File: src/rtl/rv32i_types.sv
// Shared RV32I types for the out-of-order core.
// Holds the opcode constants used by the front end and commit logic, the
// reorder-buffer entry layout and the default ROB depth.
package rv32i_types;

    localparam logic [6:0] jal_opcode   = 7'b1101111;
    localparam logic [6:0] jalr_opcode  = 7'b1100111;
    localparam logic [6:0] br_opcode    = 7'b1100011;
    localparam logic [6:0] store_opcode = 7'b0100011;

    localparam int unsigned ROB_DEPTH = 16;

    // Widest physical tag an entry can hold; narrower tags are zero-extended.
    localparam int unsigned PREG_W_MAX = 8;

    typedef struct packed {
        logic [6:0]            opcode;
        logic [4:0]            rd;
        logic [PREG_W_MAX-1:0] pd;
        logic                  done;
        logic                  mispredict;
        logic [31:0]           target;
    } rob_entry_t;

endpackage

File: src/rtl/rob_ptr.sv
// Wrapping ROB pointer: IDX_W index bits plus one wrap bit.
// Ports:
//   clk_i  clock
//   rst_i  asynchronous active-high reset (pointer to 0)
//   clr_i  synchronous clear to 0, wins over inc_i
//   inc_i  advance by one, wrapping modulo 2*2^IDX_W
//   ptr_o  current pointer value
module rob_ptr #(
    parameter int unsigned IDX_W = 4
) (
    input  logic             clk_i,
    input  logic             rst_i,
    input  logic             clr_i,
    input  logic             inc_i,
    output logic [IDX_W:0]   ptr_o
);

    logic [IDX_W:0] ptr_q, ptr_d;

    always_comb begin
        ptr_d = ptr_q;
        if (clr_i) begin
            ptr_d = '0;
        end else if (inc_i) begin
            ptr_d = ptr_q + (IDX_W + 1)'(1);
        end
    end

    always_ff @(posedge clk_i or posedge rst_i) begin
        if (rst_i) begin
            ptr_q <= '0;
        end else begin
            ptr_q <= ptr_d;
        end
    end

    assign ptr_o = ptr_q;

endmodule

File: src/rtl/rob_queue.sv
// Circular reorder buffer for the out-of-order RV32I core.
// Entries are allocated in program order at dispatch, marked complete by CDB
// writeback and retired from the head by the commit stage. Flush empties it.
// Ports:
//   clk, rst                      clock, asynchronous active-high reset
//   dispatch_valid/_opcode/_rd/_pd allocation request and payload
//   dispatch_ready, dispatch_idx  not full, index handed to the new entry
//   cdb_valid/_idx/_mispredict/_target  writeback of a completing entry
//   rob_pop, flush                retire head, discard everything
//   rob_valid, rob_ready          head occupied, head completed
//   commit_opcode/_rd/_pd/_target head payload
//   flush_branch                  head completed and mispredicted
module rob_queue
    import rv32i_types::*;
#(
    parameter int unsigned  DEPTH  = ROB_DEPTH,
    parameter int unsigned  PREG_W = 6,
    localparam int unsigned IDX_W  = $clog2(DEPTH)
) (
    input  logic              clk,
    input  logic              rst,
    input  logic              dispatch_valid,
    input  logic [6:0]        dispatch_opcode,
    input  logic [4:0]        dispatch_rd,
    input  logic [PREG_W-1:0] dispatch_pd,
    output logic              dispatch_ready,
    output logic [IDX_W-1:0]  dispatch_idx,
    input  logic              cdb_valid,
    input  logic [IDX_W-1:0]  cdb_idx,
    input  logic              cdb_mispredict,
    input  logic [31:0]       cdb_target,
    input  logic              rob_pop,
    input  logic              flush,
    output logic              rob_valid,
    output logic              rob_ready,
    output logic [6:0]        commit_opcode,
    output logic [4:0]        commit_rd,
    output logic [PREG_W-1:0] commit_pd,
    output logic              flush_branch,
    output logic [31:0]       commit_target
);

    logic [IDX_W:0]   head_q, tail_q;
    logic [IDX_W-1:0] head_idx, tail_idx;
    logic             empty, full, alloc, pop;
    rob_entry_t       entries_q [DEPTH];
    rob_entry_t       entries_d [DEPTH];
    rob_entry_t       head_entry;

    assign head_idx = head_q[IDX_W-1:0];
    assign tail_idx = tail_q[IDX_W-1:0];
    assign empty    = (head_q == tail_q);
    assign full     = (head_idx == tail_idx) && (head_q[IDX_W] != tail_q[IDX_W]);
    // Full blocks allocation even when the head retires this cycle.
    assign alloc    = dispatch_valid && !full;
    assign pop      = rob_pop && rob_ready;

    rob_ptr #(.IDX_W(IDX_W)) u_head (
        .clk_i (clk),
        .rst_i (rst),
        .clr_i (flush),
        .inc_i (pop),
        .ptr_o (head_q)
    );

    rob_ptr #(.IDX_W(IDX_W)) u_tail (
        .clk_i (clk),
        .rst_i (rst),
        .clr_i (flush),
        .inc_i (alloc),
        .ptr_o (tail_q)
    );

    // Later assignments win: allocation overrides a stray writeback to the tail.
    always_comb begin
        entries_d = entries_q;
        if (flush) begin
            for (int unsigned i = 0; i < DEPTH; i++) begin
                entries_d[i].done       = 1'b0;
                entries_d[i].mispredict = 1'b0;
            end
        end else begin
            if (cdb_valid) begin
                entries_d[cdb_idx].done       = 1'b1;
                entries_d[cdb_idx].mispredict = cdb_mispredict;
                entries_d[cdb_idx].target     = cdb_target;
            end
            if (pop) begin
                entries_d[head_idx].done       = 1'b0;
                entries_d[head_idx].mispredict = 1'b0;
            end
            if (alloc) begin
                entries_d[tail_idx].opcode     = dispatch_opcode;
                entries_d[tail_idx].rd         = dispatch_rd;
                entries_d[tail_idx].pd         = PREG_W_MAX'(dispatch_pd);
                entries_d[tail_idx].done       = 1'b0;
                entries_d[tail_idx].mispredict = 1'b0;
            end
        end
    end

    always_ff @(posedge clk or posedge rst) begin
        if (rst) begin
            for (int unsigned i = 0; i < DEPTH; i++) begin
                entries_q[i] <= '0;
            end
        end else begin
            entries_q <= entries_d;
        end
    end

    assign head_entry     = entries_q[head_idx];
    assign dispatch_ready = !full;
    assign dispatch_idx   = tail_idx;
    assign rob_valid      = !empty;
    assign rob_ready      = rob_valid && head_entry.done;
    assign flush_branch   = rob_ready && head_entry.mispredict;
    assign commit_opcode  = head_entry.opcode;
    assign commit_rd      = head_entry.rd;
    assign commit_pd      = PREG_W'(head_entry.pd);
    assign commit_target  = head_entry.target;

    // An index is in flight when its distance from head is below occupancy.
    logic [IDX_W:0]   occupancy;
    logic [IDX_W-1:0] cdb_off;
    logic             cdb_in_flight;

    assign occupancy     = tail_q - head_q;
    assign cdb_off       = cdb_idx - head_idx;
    assign cdb_in_flight = ({1'b0, cdb_off} < occupancy);

    cdb_alloc_a: assert property (@(posedge clk) disable iff (rst) cdb_valid |-> cdb_in_flight)
        else $error("cdb writeback to unallocated ROB index %0d", cdb_idx);

endmodule

File: config.mk
export PLATFORM = sky130hd
export DESIGN_NAME = rob_queue
export DESIGN_NICKNAME = d
export VERILOG_FILES = /design/src/rtl/rv32i_types.sv /design/src/rtl/rob_ptr.sv /design/src/rtl/rob_queue.sv
export SDC_FILE = /design/constraint.sdc
export NUM_CORES = 2
export LEC_CHECK = 0
export CAP_MARGIN = 10
export CORE_AREA = 8 8 263 265
export DETAILED_ROUTE_END_ITERATION = 16
export DIE_AREA = 0 0 271 273
export PLACE_DENSITY = 0.78
export SLEW_MARGIN = 30
export SYNTH_ARGS = -nofsm -noshare
export SYNTH_HDL_FRONTEND = slang
export SYNTH_SLANG_ARGS = --single-unit
File: constraint.sdc
create_clock -name clk -period 73.7 [get_ports clk]
set_clock_uncertainty 0.15 [all_clocks]
set_input_delay 11.055 -clock clk [delete_from_list [all_inputs] [get_ports clk]]
set_output_delay 11.055 -clock clk [all_outputs]
set_load 0.01 [all_outputs]
Word level (Yosys, flattened, before mapping)
Index checks and enable logic that the tools add are counted.
{ "word_totals": {"reg_bits": 874, "output_inout_bits": 58} }
{ "op_classes": {"n_eq_ne": 3, "addsub": 2, "n_lt_le_gt_ge": 6, "n_bitwise": 3, "muxes": 58, "n_reduce_logical": 12} }
{ "op_table": {"columns": ["cell", "count"], "rows": [
  ["bitwise mux 864 bit", 10],
  ["2-to-1 mux 864 bit", 5],
  ["demux 54 bit (select 4 bit)", 10],
  ["binary-select mux 54 bit (select 4 bit)", 1],
  ["2-to-1 mux 54 bit", 3],
  ["2-to-1 mux 34 bit", 3],
  ["2-to-1 mux 33 bit", 3],
  ["2-to-1 mux 47 bit", 1],
  ["2-to-1 mux 42 bit", 1],
  ["2-to-1 mux 2 bit", 16],
  ["2-to-1 mux 32 bit", 1],
  ["2-to-1 mux 5 bit", 4],
  ["greater-or-equal comparator 5 bit (second input constant)", 3],
  ["less-than comparator 5 x 1 -> 1 bit (second input constant)", 3],
  ["NOT 4 -> 5 bit", 3],
  ["adder 5 x 1 -> 5 bit (second input constant)", 2],
  ["logical AND 1 bit", 8],
  ["== test 5 bit", 1],
  ["== test 4 bit", 1],
  ["nonzero test 2 bit", 2],
  ["logical NOT 1 bit", 2],
  ["inequality test 1 bit", 1]
]} }

Logic depth before layout (Yosys ltp)
{ "logic_depth": {"depth_word": 21, "depth_mapped": 9, "ltp_nobuf": 5} }

Hierarchy
A second synthesis with hierarchy kept.
{ "unflattened": {"cells_unflattened": 2334, "hier_area_um2": 38740.9} }
{ "modules_own_cells": {"columns": ["module", "instances", "seq_area_each_um2", "area_each_um2", "cells_each"], "rows": [
  ["rob_queue", 1, 20820.0, 38200.4, 2288],
  ["rob_ptr", 2, 125.1, 270.3, 23]
]} }

Worst setup path before layout
OpenSTA, ideal clock, no wires.
{ "synth_timing": {"kind": "reg-to-output", "from": "register u_head.ptr_q[0], in the netlist u_head.ptr_o[0]", "to": "output port commit_opcode[0]", "path_buffers": 3, "setup_slack_ns": 60.294, "t_arrival_ns": 2.201, "stages_incl_launch_ff": 6, "required_ns": 62.495, "cell_sequence": "dfrtp_1 -> buf_6 -> buf_6 -> clkbuf_1 -> mux4_2 -> mux4_2"} }
{ "synth_between": {"elab_chain_cells": 4} }
{ "synth_rtl": {"columns": ["item", "line", "source"], "rows": [
  ["start, declared", "rob_ptr.sv:18", "logic [IDX_W:0] ptr_q, ptr_d;"],
  ["start signal, assigned", "rob_ptr.sv:33", "ptr_q <= ptr_d;"],
  ["NOT 4 -> 5 bit (not written as such)", "rob_queue.sv:112", "assign head_entry = entries_q[head_idx];"],
  ["binary-select mux 54 bit (select 4 bit)", "rob_queue.sv:112", null],
  ["2-to-1 mux 54 bit (not written as such) (2 in series)", "rob_queue.sv:112", null],
  ["end, declared", "rob_queue.sv:36", "output logic [6:0] commit_opcode,"]
]} }
Every way passes these cells. The select of a mux whose other input is x is not followed.

Worst setup path in the final report
{ "layout_timing": {"from": "register u_head.ptr_q[1], in the netlist u_head.ptr_o[1]", "to": "output port commit_target[23]"} }
{ "layout_between": {"elab_chain_cells": 4} }
{ "layout_rtl": {"columns": ["item", "line", "source"], "rows": [
  ["NOT 4 -> 5 bit (not written as such)", "rob_queue.sv:112", null],
  ["binary-select mux 54 bit (select 4 bit)", "rob_queue.sv:112", null],
  ["2-to-1 mux 54 bit (not written as such) (2 in series)", "rob_queue.sv:112", null],
  ["end, declared", "rob_queue.sv:40", "output logic [31:0] commit_target"]
]} }
Every way passes these cells. The select of a mux whose other input is x is not followed.

==> run_summary.xml <==
<?xml version="1.0" encoding="UTF-8"?>
<metrics>
  <group name="outcome">
    <metric name="result_of_the_run" unit="">finished clean</metric>
  </group>
  <group name="clock_tree">
    <metric name="cts.path.max_buffers" unit="">3</metric>
    <metric name="cts-htree-levels" unit="">3</metric>
    <metric name="tritoncts" unit="">done</metric>
    <metric name="tritoncts.num_buffers" unit="">89</metric>
    <metric name="post-cts-setup-buffer-count" unit="">0</metric>
    <metric name="cts-hold-fix-buffers" unit="">0</metric>
    <metric name="clk_root_buffer_cell" unit="">clkbuf_16</metric>
    <metric name="number_of_sinks_on_the_clock_net" unit="">842</metric>
    <metric name="clock_latency_of_the_later_clocked_register_in_the_worst_skew_pair" unit="ps">630</metric>
    <metric name="clk_pin_slew_worst_paths" unit="ps">60</metric>
    <metric name="cts.repair.resized" unit="">0</metric>
  </group>
  <group name="setup_path">
    <metric name="worstSetupPathType" unit="">reg2out</metric>
    <metric name="cp_num_buf_inv" unit="">3</metric>
    <metric name="critical_path.max_fanout" unit="">57</metric>
    <metric name="cp_data_arrival_time" unit="ps">4970</metric>
    <metric name="longest_individual_stage_delay_on_the_worst_path" unit="ps">960</metric>
    <metric name="timing.critical_path.cells" unit="">buf_4 &gt; buf_4 &gt; mux4_2 &gt; mux4_2 &gt; clkdlybuf4s50_1</metric>
    <metric name="crit_family" unit="">buffers and inverters</metric>
    <metric name="crit_slowest_cell" unit="">dfrtp_4</metric>
    <metric name="worst-endpoint-required" unit="ps">62490</metric>
    <metric name="crit_path_capture_type" unit="">primary output</metric>
    <metric name="critPathLaunchType" unit="">flip-flop</metric>
  </group>
  <group name="global_routing">
    <metric name="grt.total_usage" unit="%">24.1</metric>
    <metric name="grt_max_degree" unit="">121</metric>
    <metric name="overflow" unit="">0</metric>
    <metric name="grt_antenna_before_repair" unit="">7</metric>
    <metric name="grt_pass1_vias" unit="">23300</metric>
    <metric name="grt_pass1_wl" unit="µm">140000</metric>
  </group>
  <group name="synthesis">
    <metric name="synth.area.mux_share" unit="%">39.0</metric>
    <metric name="postSynth.asyncResetShare" unit="%">100</metric>
    <metric name="yosysWarningCount" unit="">0</metric>
    <metric name="yosysUniqueCellTypes" unit="">46</metric>
    <metric name="synth_seq_area_share" unit="%">54.7</metric>
    <metric name="synth_top_family_by_area" unit="">multiplexers</metric>
    <metric name="synthAdderAreaFrac" unit="%">0.260</metric>
    <metric name="post_syn_instances" unit="">2334</metric>
    <metric name="yosys.area_share.simple" unit="%">1.52</metric>
    <metric name="synth_compound_gate_area_share" unit="%">1.52</metric>
    <metric name="synth_edf_count" unit="">0</metric>
    <metric name="yosys.area_share.xor_xnor" unit="%">0.253</metric>
    <metric name="syn_avg_cell_area" unit="µm²">16.5</metric>
    <metric name="synth_top_flop_cell" unit="">dfrtp_1</metric>
    <metric name="postSynthRegisterBits" unit="">842</metric>
    <metric name="synth_fp_nets" unit="">2403</metric>
    <metric name="syn-cell-area" unit="mm²">0.0386</metric>
  </group>
  <group name="sta">
    <metric name="final.hold.worst_slack" unit="ps">345</metric>
    <metric name="finalSetupViolations" unit="">0</metric>
    <metric name="layout_min_cycle_time" unit="ps">16180</metric>
    <metric name="timing.max_slew.rel_slack" unit="%">39.6</metric>
    <metric name="worst_slack" unit="ps">57520</metric>
    <metric name="min_period_over_period" unit="%">22.0</metric>
    <metric name="rsz0062_at_grt" unit="">no</metric>
    <metric name="fin_tns_setup" unit="ps">0</metric>
    <metric name="pins_over_slew_limit" unit="">0</metric>
    <metric name="max_clock_freq" unit="MHz">61.8</metric>
    <metric name="timing.final.hold_violations" unit="">0</metric>
    <metric name="tightest_slew" unit="ps">903</metric>
  </group>
  <group name="pwr">
    <metric name="pwr_density_cell" unit="mW/mm²">27.2</metric>
    <metric name="power_leakage" unit="nW">19.0</metric>
    <metric name="vdd_ir_drop_max" unit="V">0.0000200</metric>
    <metric name="design_power_total" unit="mW">1.18</metric>
  </group>
  <group name="finish">
    <metric name="nNetsFinal" unit="">2450</metric>
    <metric name="filler_cell_count" unit="">4288</metric>
    <metric name="final_design_area_no_fill" unit="mm²">0.0435</metric>
    <metric name="flow.area_growth_from_synthesis" unit="%">12.8</metric>
    <metric name="instances_no_fill" unit="">3321</metric>
    <metric name="finish.utilization" unit="%">66.9</metric>
    <metric name="post_route_cells_drive_above_1_share" unit="%">52.8</metric>
  </group>
  <group name="floorplan">
    <metric name="floorplan.initialDensity" unit="%">59.3</metric>
    <metric name="num_rows" unit="">94</metric>
    <metric name="floorplan.die.width" unit="µm">271</metric>
    <metric name="floorplan.die_area" unit="mm²">0.0740</metric>
    <metric name="design.core.area" unit="mm²">0.0650</metric>
    <metric name="overall_die_height" unit="µm">273</metric>
    <metric name="pin_count" unit="">119</metric>
  </group>
  <group name="drt">
    <metric name="drt.antenna.violating_nets" unit="">0</metric>
    <metric name="vias_per_cell" unit="">6.34</metric>
    <metric name="route.final.wire_length" unit="µm">88100</metric>
    <metric name="drt-pass1-iter-count" unit="">5</metric>
    <metric name="drt-initial-drc-count" unit="">1474</metric>
    <metric name="via_count" unit="">21100</metric>
    <metric name="drt_drc_violations_left" unit="">0</metric>
    <metric name="detail_route.wl_per_cell" unit="µm">26.5</metric>
  </group>
  <group name="place">
    <metric name="dp_worst_setup_slack" unit="ps">58040</metric>
    <metric name="gp_weighted_congestion" unit="">0.796</metric>
    <metric name="dp.cells" unit="">3152</metric>
    <metric name="placed_cell_area" unit="mm²">0.0403</metric>
    <metric name="numPortBuffers" unit="">118</metric>
    <metric name="placed_wire_length_estimate" unit="µm">50000</metric>
  </group>
  <group name="worst_hold_path">
    <metric name="classification_of_the_worst_slack_hold_path" unit="">reg2reg</metric>
  </group>
  <group name="job">
    <metric name="maxCapViolCount" unit="">0</metric>
  </group>
</metrics>
[layout by cell type, fill, tap and decap left out, drive strengths merged, types with 6 or more instances in the layout]
cell type,Yosys,routed
inv,10,13
clkinv,0,19
dfrtp,842,842
mux2,804,804
buf,117,50
ha,8,8
mux4,259,259
a311oi,26,26
mux2i,16,16
xnor2,6,6
a21oi,17,17
nor2,37,37
nand2,19,19
bufinv,0,10
o21ai,16,16
clkbuf,94,129
o211ai,6,6
nor3,8,8
clkdlybuf4s50,0,117
[routing by layer]
layer	GRT usage, %	wire length (µm)	share of wire, %	up-vias
li1	-	-	-	8899
met1	32.0	36200	41	11500
met2	41.3	45700	52	512
met3	3.96	3940	4.5	170
met4	6.80	2180	2.5	6
met5	0	43	0.049	-
[cell type report]
cell class / count / area, µm² / share of cell area (%)
Inverter: 10 / 45.0 / 0.104
Multi-Input combinational cell: 1271 / 16500 / 38.0
Clock buffer: 129 / 2620 / 6.02
Timing Repair Buffer: 167 / 1630 / 3.74
Sequential cell: 842 / 21100 / 48.5
Clock inverter: 34 / 474 / 1.09
Tap cell: 864 / 1080 / 2.49
Antenna cell: 4 / 10.0 / 0.0230
[Yosys cell counts (2+ instances only)]
master / instances / area [µm²]
or3_1: 5 / 31.3
and3_1: 3 / 18.8
buf_4: 11 / 82.6
o211ai_4: 3 / 63.8
o21ai_0: 15 / 75.1
nor2_1: 29 / 109
a31oi_1: 5 / 31.3
clkbuf_1: 94 / 353
and3b_1: 2 / 17.5
inv_1: 10 / 37.5
mux2_1: 11 / 124
a21oi_1: 17 / 85.1
a22o_1: 2 / 17.5
nor3_4: 6 / 97.6
buf_1: 13 / 48.8
buf_2: 80 / 400
xnor2_1: 5 / 43.8
nor2b_1: 5 / 31.3
and2_1: 4 / 25.0
buf_6: 13 / 146
nor4_1: 2 / 12.5
mux2_2: 793 / 8930
nand2_1: 19 / 71.3
nand3_1: 3 / 15.0
nor3_1: 2 / 10.0
nor2_4: 3 / 33.8
ha_1: 8 / 100
or2_2: 4 / 25.0
nor2_2: 5 / 31.3
mux4_2: 259 / 5830
nand2b_1: 3 / 18.8
mux2i_1: 16 / 160
o211ai_1: 2 / 15.0
xor2_1: 3 / 26.3
dfrtp_1: 842 / 21100
a311oi_1: 25 / 219
a41o_1: 3 / 30.0
[state kept, by name, indices dropped and copies added (netlist names)]
signal	cells
entries_q	832
u_head.ptr_o	5
u_tail.ptr_o	5
[logic make-up after synthesis]
group,count (synthesis)
multiplexers,1079
buffers and inverters,221
adder cells (fa/ha/maj),8
AO/OA/AOI/OAI,77
XOR/XNOR,9
flip-flops,842
AND/OR/NAND/NOR,98
[power breakdown]
| part | switching [mW] | internal, mW | total, mW |
|---|---|---|---|
| Sequential | 0.0350 | 0.531 | 0.566 |
| Combinational | 0.0553 | 0.0944 | 0.150 |
| Clock | 0.183 | 0.282 | 0.465 |
[final timing paths]
path,from,end,slack (ps),cells after the start
min,entries_q[692],entries_q[692],340,1
max,u_head.ptr_o[1],commit_target[23],57520,5
min in group asynchronous,rst,entries_q[217],10870,2
min reg2reg,entries_q[692],entries_q[692],340,1
max in group asynchronous,rst,entries_q[121],59910,5
max reg2reg,u_head.ptr_o[0],entries_q[680],69960,7
(Power assumes the default switching activity.)
==> edit 1 (same settings) <==
The package constant `PREG_W_MAX` goes from 8 to 12.
--- a/src/rtl/rv32i_types.sv
+++ b/src/rtl/rv32i_types.sv
@@ -13,3 +13,3 @@
     // Widest physical tag an entry can hold; narrower tags are zero-extended.
-    localparam int unsigned PREG_W_MAX = 8;
+    localparam int unsigned PREG_W_MAX = 12;
 
Function: not settled (the Yosys comparison gave no result); the edit may change what the design does.
==> edit 1 against the unedited design <==
  * Die area unchanged
  * Wire length is 0.20% higher
  * Sequential cell count did not move
  * Setup slack improved by 0.36 ns
  * Area after synthesis is 0.25% lower
  * Final area fell by 0.22%
  * Power decreased by 1.0%
  * Critical path type unchanged
  * Largest power group unchanged
==> edit 1: results (changes against the unedited design) <==
status=complete, no violations; first-pass GRT wire length=140000 um (+0.24%); placed insts=3153 (+0.032%); post-route insts no fill=3316 (-0.15%); share of cells above drive strength 1=0.525 (-0.00320); synth cell count leaders=dfrtp_1 (842), mux2_2 (781), mux4_2 (259); Hold Path End=entries_q[811]$_DFFE_PP0P_; reg2reg end=entries_q[733]$_DFFE_PP0P_; Global Route Usage Sum=0.242 (+0.000937); # diodes=5 (+1); pin count of the biggest net entering global routing=142 (+17%); initial antenna violation count=6 (-1); syn avg cell area=16.5 um^2 (about the same); Layout area overhead=12.8% (about the same); met2 Resource Use GR=0.412 (about the same); crit path max fanout=106 (+86%); Leak=0.0190 uW (-0.16%); vias in the first global route=23400 (+0.49%); library cells used by synthesis=47 (+2.2%); Tightest Pin Transition=0.966 ns (+0.0623 ns); HPWL after detailed placement=49700 um (-0.55%); Filler Cells Inserted=4307 (+0.44%); placed cell areas=40300 um^2 (+0.10%); minimum clock period=15.82 ns (-0.356 ns); htree depth=3 (unchanged); total CTS buffers=86 (-3.4%); Final Routed Wirelength=88200 um (+0.20%); Synth top area share=0.548 (+0.00135); Place WS=58.38 ns (+0.350 ns); Hold WS=0.334 ns (-0.0113 ns); sequential portion of the cell area=0.486 (+0.00106); maximum VDD drop=20.2 uV (+0.83%); RR Startpoint=u_head.ptr_o[3]$_DFFE_PP0P_; post-CTS setup buffer count=0 (unchanged); crit-path max cell delay=0.87 ns (-0.09 ns); fraction of area in multi-input gates=0.382 (+0.00132); Clock buf/inv share=0.0686 (-0.00253); nets@finish=2447 (-0.12%); Hold Crit Start=entries_q[811]$_DFFE_PP0P_; Via Count=21100 (+0.25%); routing usage on met1=0.315 (-0.00531); register area share after synthesis=0.548 (+0.00135); Non-clock buffer share=0.0373 (-0.0000911); GR Layer Usage met3=0.0416 (+0.00201); ranking of synthesized cells by area=dfrtp_1 (55%), mux2_2 (23%), mux4_2 (15%), clkbuf_1 (0.96%), buf_2 (0.91%); syn_nets=2398 (-0.21%)
[edit 1: cell types whose count changed after synthesis, moves of 5 or more]
| cell | delta |
|---|---|
| buf_2 | -10 |
| buf_1 | +12 |
| nor3_1 | +5 |
| mux2_2 | -12 |
| nand3_1 | +5 |
| mux2_4 | +10 |
| buf_6 | -9 |
[edit 1: kinds of logic after synthesis]
logic type	after synthesis	synth area share
compound gates	70	0.0144
xor+xnor	9	0.00254
fa+ha+maj	8	0.00260
buf+inv	216	0.0250
flops	842	0.548
mux	1077	0.392
simple gates	107	0.0159
[edit 1: power breakdown]
part	leakage, uW	internal [uW]	switching [uW]
clock network	0.00148	274	179
logic	0.00645	94.6	55.5
registers	0.0110	531	35.2
[edit 1: metal layers]
| layer | wire length [um] | part of all wire |
|---|---|---|
| met1 | 35900 | 0.41 |
| met2 | 45500 | 0.52 |
| met3 | 4140 | 0.047 |
| met4 | 2770 | 0.031 |
| met5 | 9 | 0.00010 |
[edit 1: worst max path at each step]
stage	startpoint	to	cells past startpoint
global placement	u_head.ptr_o[0]$_DFFE_PP0P_	commit_target[28]	5
finish	u_head.ptr_o[0]$_DFFE_PP0P_	commit_target[28]	5
CTS	u_head.ptr_o[0]$_DFFE_PP0P_	commit_target[28]	5
floorplan	rst	entries_q[0]$_DFFE_PP0P_	1
global route	u_head.ptr_o[0]$_DFFE_PP0P_	commit_target[28]	5
detailed placement	u_head.ptr_o[0]$_DFFE_PP0P_	commit_target[28]	5
[edit 1: critical path, delay by kind of cell, from the launching register on]
family / cells / cell delay, ns
multiplexers: 2 / 1.07
buffers and inverters: 3 / 1.96
flip-flops: 1 / 0.87
==> edit 2 (config.mk and constraints unchanged) <==
Without the edit above. Add an input register stage for `cdb_target`, cleared by the reset; this delays it by one clock. The other inputs are not delayed to match.
--- a/src/rtl/rob_queue.sv
+++ b/src/rtl/rob_queue.sv
@@ -41,2 +41,12 @@
 );
+
+    logic [31:0] cdb_target_q;
+
+    always_ff @(posedge clk or posedge rst) begin
+        if (rst) begin
+            cdb_target_q <= '0;
+        end else begin
+            cdb_target_q <= cdb_target;
+        end
+    end
 
@@ -85,3 +95,3 @@
                 entries_d[cdb_idx].mispredict = cdb_mispredict;
-                entries_d[cdb_idx].target     = cdb_target;
+                entries_d[cdb_idx].target     = cdb_target_q;
             end
Check against the original RTL: not settled (the Yosys comparison gave no result); the edit may change what the design does.
==> edit 2 against the unedited design <==
  * Core utilization up 1.7 points
  * Sequential share of layout area up 0.63 points
  * Via count up 2.9%
  * Sequential cell count up 32
  * Power up 4.1%
  * Critical path type unchanged
  * Area after synthesis up 1.7%
  * Wire length up 3.1%
  * Largest power group unchanged
  * Critical endpoint is now commit_target[30]
  * Setup slack worse by 0.43 ns
  * Largest cell class unchanged
  * Final area up 2.5%
  * Sequential power up 3.7%
==> edit 2: results (changes against the unedited design) <==
Routability Congestion=0.821 (+3.3%); Signal buffers=171 (+2.4%); maximum VDD drop=23.5 uV (+18%); Non-clock buffer share=0.0381 (+0.000669); Global Route Usage Sum=0.251 (+0.00961); total CTS buffers=91 (+2.2%); crit path max fanout=50 (-12%); register area share after synthesis=0.558 (+0.0113); non-clock inverter count=12 (+2); combinational power share=0.119 (-0.008); switching portion of total power=0.230 (-0.00160); Filler Cells Inserted=4139 (-3.5%); multi-input gates=1280 (+0.71%); fraction of area in multi-input gates=0.371 (-0.00927); Clock buf/inv share=0.0741 (+0.00297); Seq cells post-synth=874 (+3.8%); share of cells above drive strength 1=0.521 (-0.00716); Leak=0.0195 uW (+2.9%); vias in the first global route=23900 (+2.8%); Slew HR=0.382 (-0.0146); placed cell areas=41200 um^2 (+2.2%); synth cell count leaders=dfrtp_1 (874), mux2_2 (800), mux4_2 (259); sequential power=587 uW (+3.7%); status=complete, no violations; WL met1=37700 um (+4.2%); WL met3=4140 um (+5.0%); pin count of the biggest net entering global routing=195 (+61%); Place WS=57.34 ns (-0.695 ns); number of clock buffers in the layout=135 (+4.7%); vias per cell=6.43 (+1.5%); met2 WL=46000 um (+0.49%); DR iter-0 viols=1854 (+26%); # diodes=1 (-3); Mapped Cells=2382 (+2.1%)
edit 2: cell types whose count changed in the layout (fill, tap and decap cells not counted), sizes merged, moves of 4 or more:
cell	before	now
or3	5	10
nor2	37	42
clkinv	19	14
nor2b	5	9
clkbuf	129	135
nor4	2	6
buf	50	54
nand3	3	7
a311oi	26	18
dfrtp	842	874
o21ai	16	9
o21bai	0	6
edit 2: path summary, 6_finish.rpt:
check / startpoint / end / slack (ns) / depth (start not counted)
max: u_head.ptr_o[0]$_DFFE_PP0P_ / commit_target[30] / 57.09 / 6
min: entries_q[21]$_DFFE_PP0P_ / entries_q[21]$_DFFE_PP0P_ / 0.34 / 1
max reg2reg: u_head.ptr_o[1]$_DFFE_PP0P_ / entries_q[47]$_DFFE_PP0P_ / 69.54 / 8
min reg2reg: entries_q[21]$_DFFE_PP0P_ / entries_q[21]$_DFFE_PP0P_ / 0.34 / 1
max in group asynchronous: rst / entries_q[173]$_DFFE_PP0P_ / 60.40 / 4
min in group asynchronous: rst / u_tail.ptr_o[1]$_DFFE_PP0P_ / 10.83 / 2
edit 2: routing by layer:
layer | track usage | vias to the layer above
met1 | 0.340 | 11800
met4 | 0.0848 | 2
met3 | 0.0399 | 209
li1 | - | 9019
met2 | 0.417 | 642
met5 | 0 | -
edit 2: logic make-up after synthesis:
group,after synthesis,synth area share
AO/OA/AOI/OAI,70,0.0134
XOR/XNOR,9,0.00220
adder cells (fa/ha/maj),8,0.00255
buffers and inverters,228,0.0249
flip-flops,874,0.558
multiplexers,1077,0.383
AND/OR/NAND/NOR,116,0.0160
edit 2: critical path, cell delays in order, from the launching register on:
cell             delay [ns]
dfrtp_4                0.83
buf_4                  0.68
buf_4                  0.80
buf_6                  0.66
mux4_2                 0.60
mux4_2                 0.48
clkdlybuf4s50_1        0.63
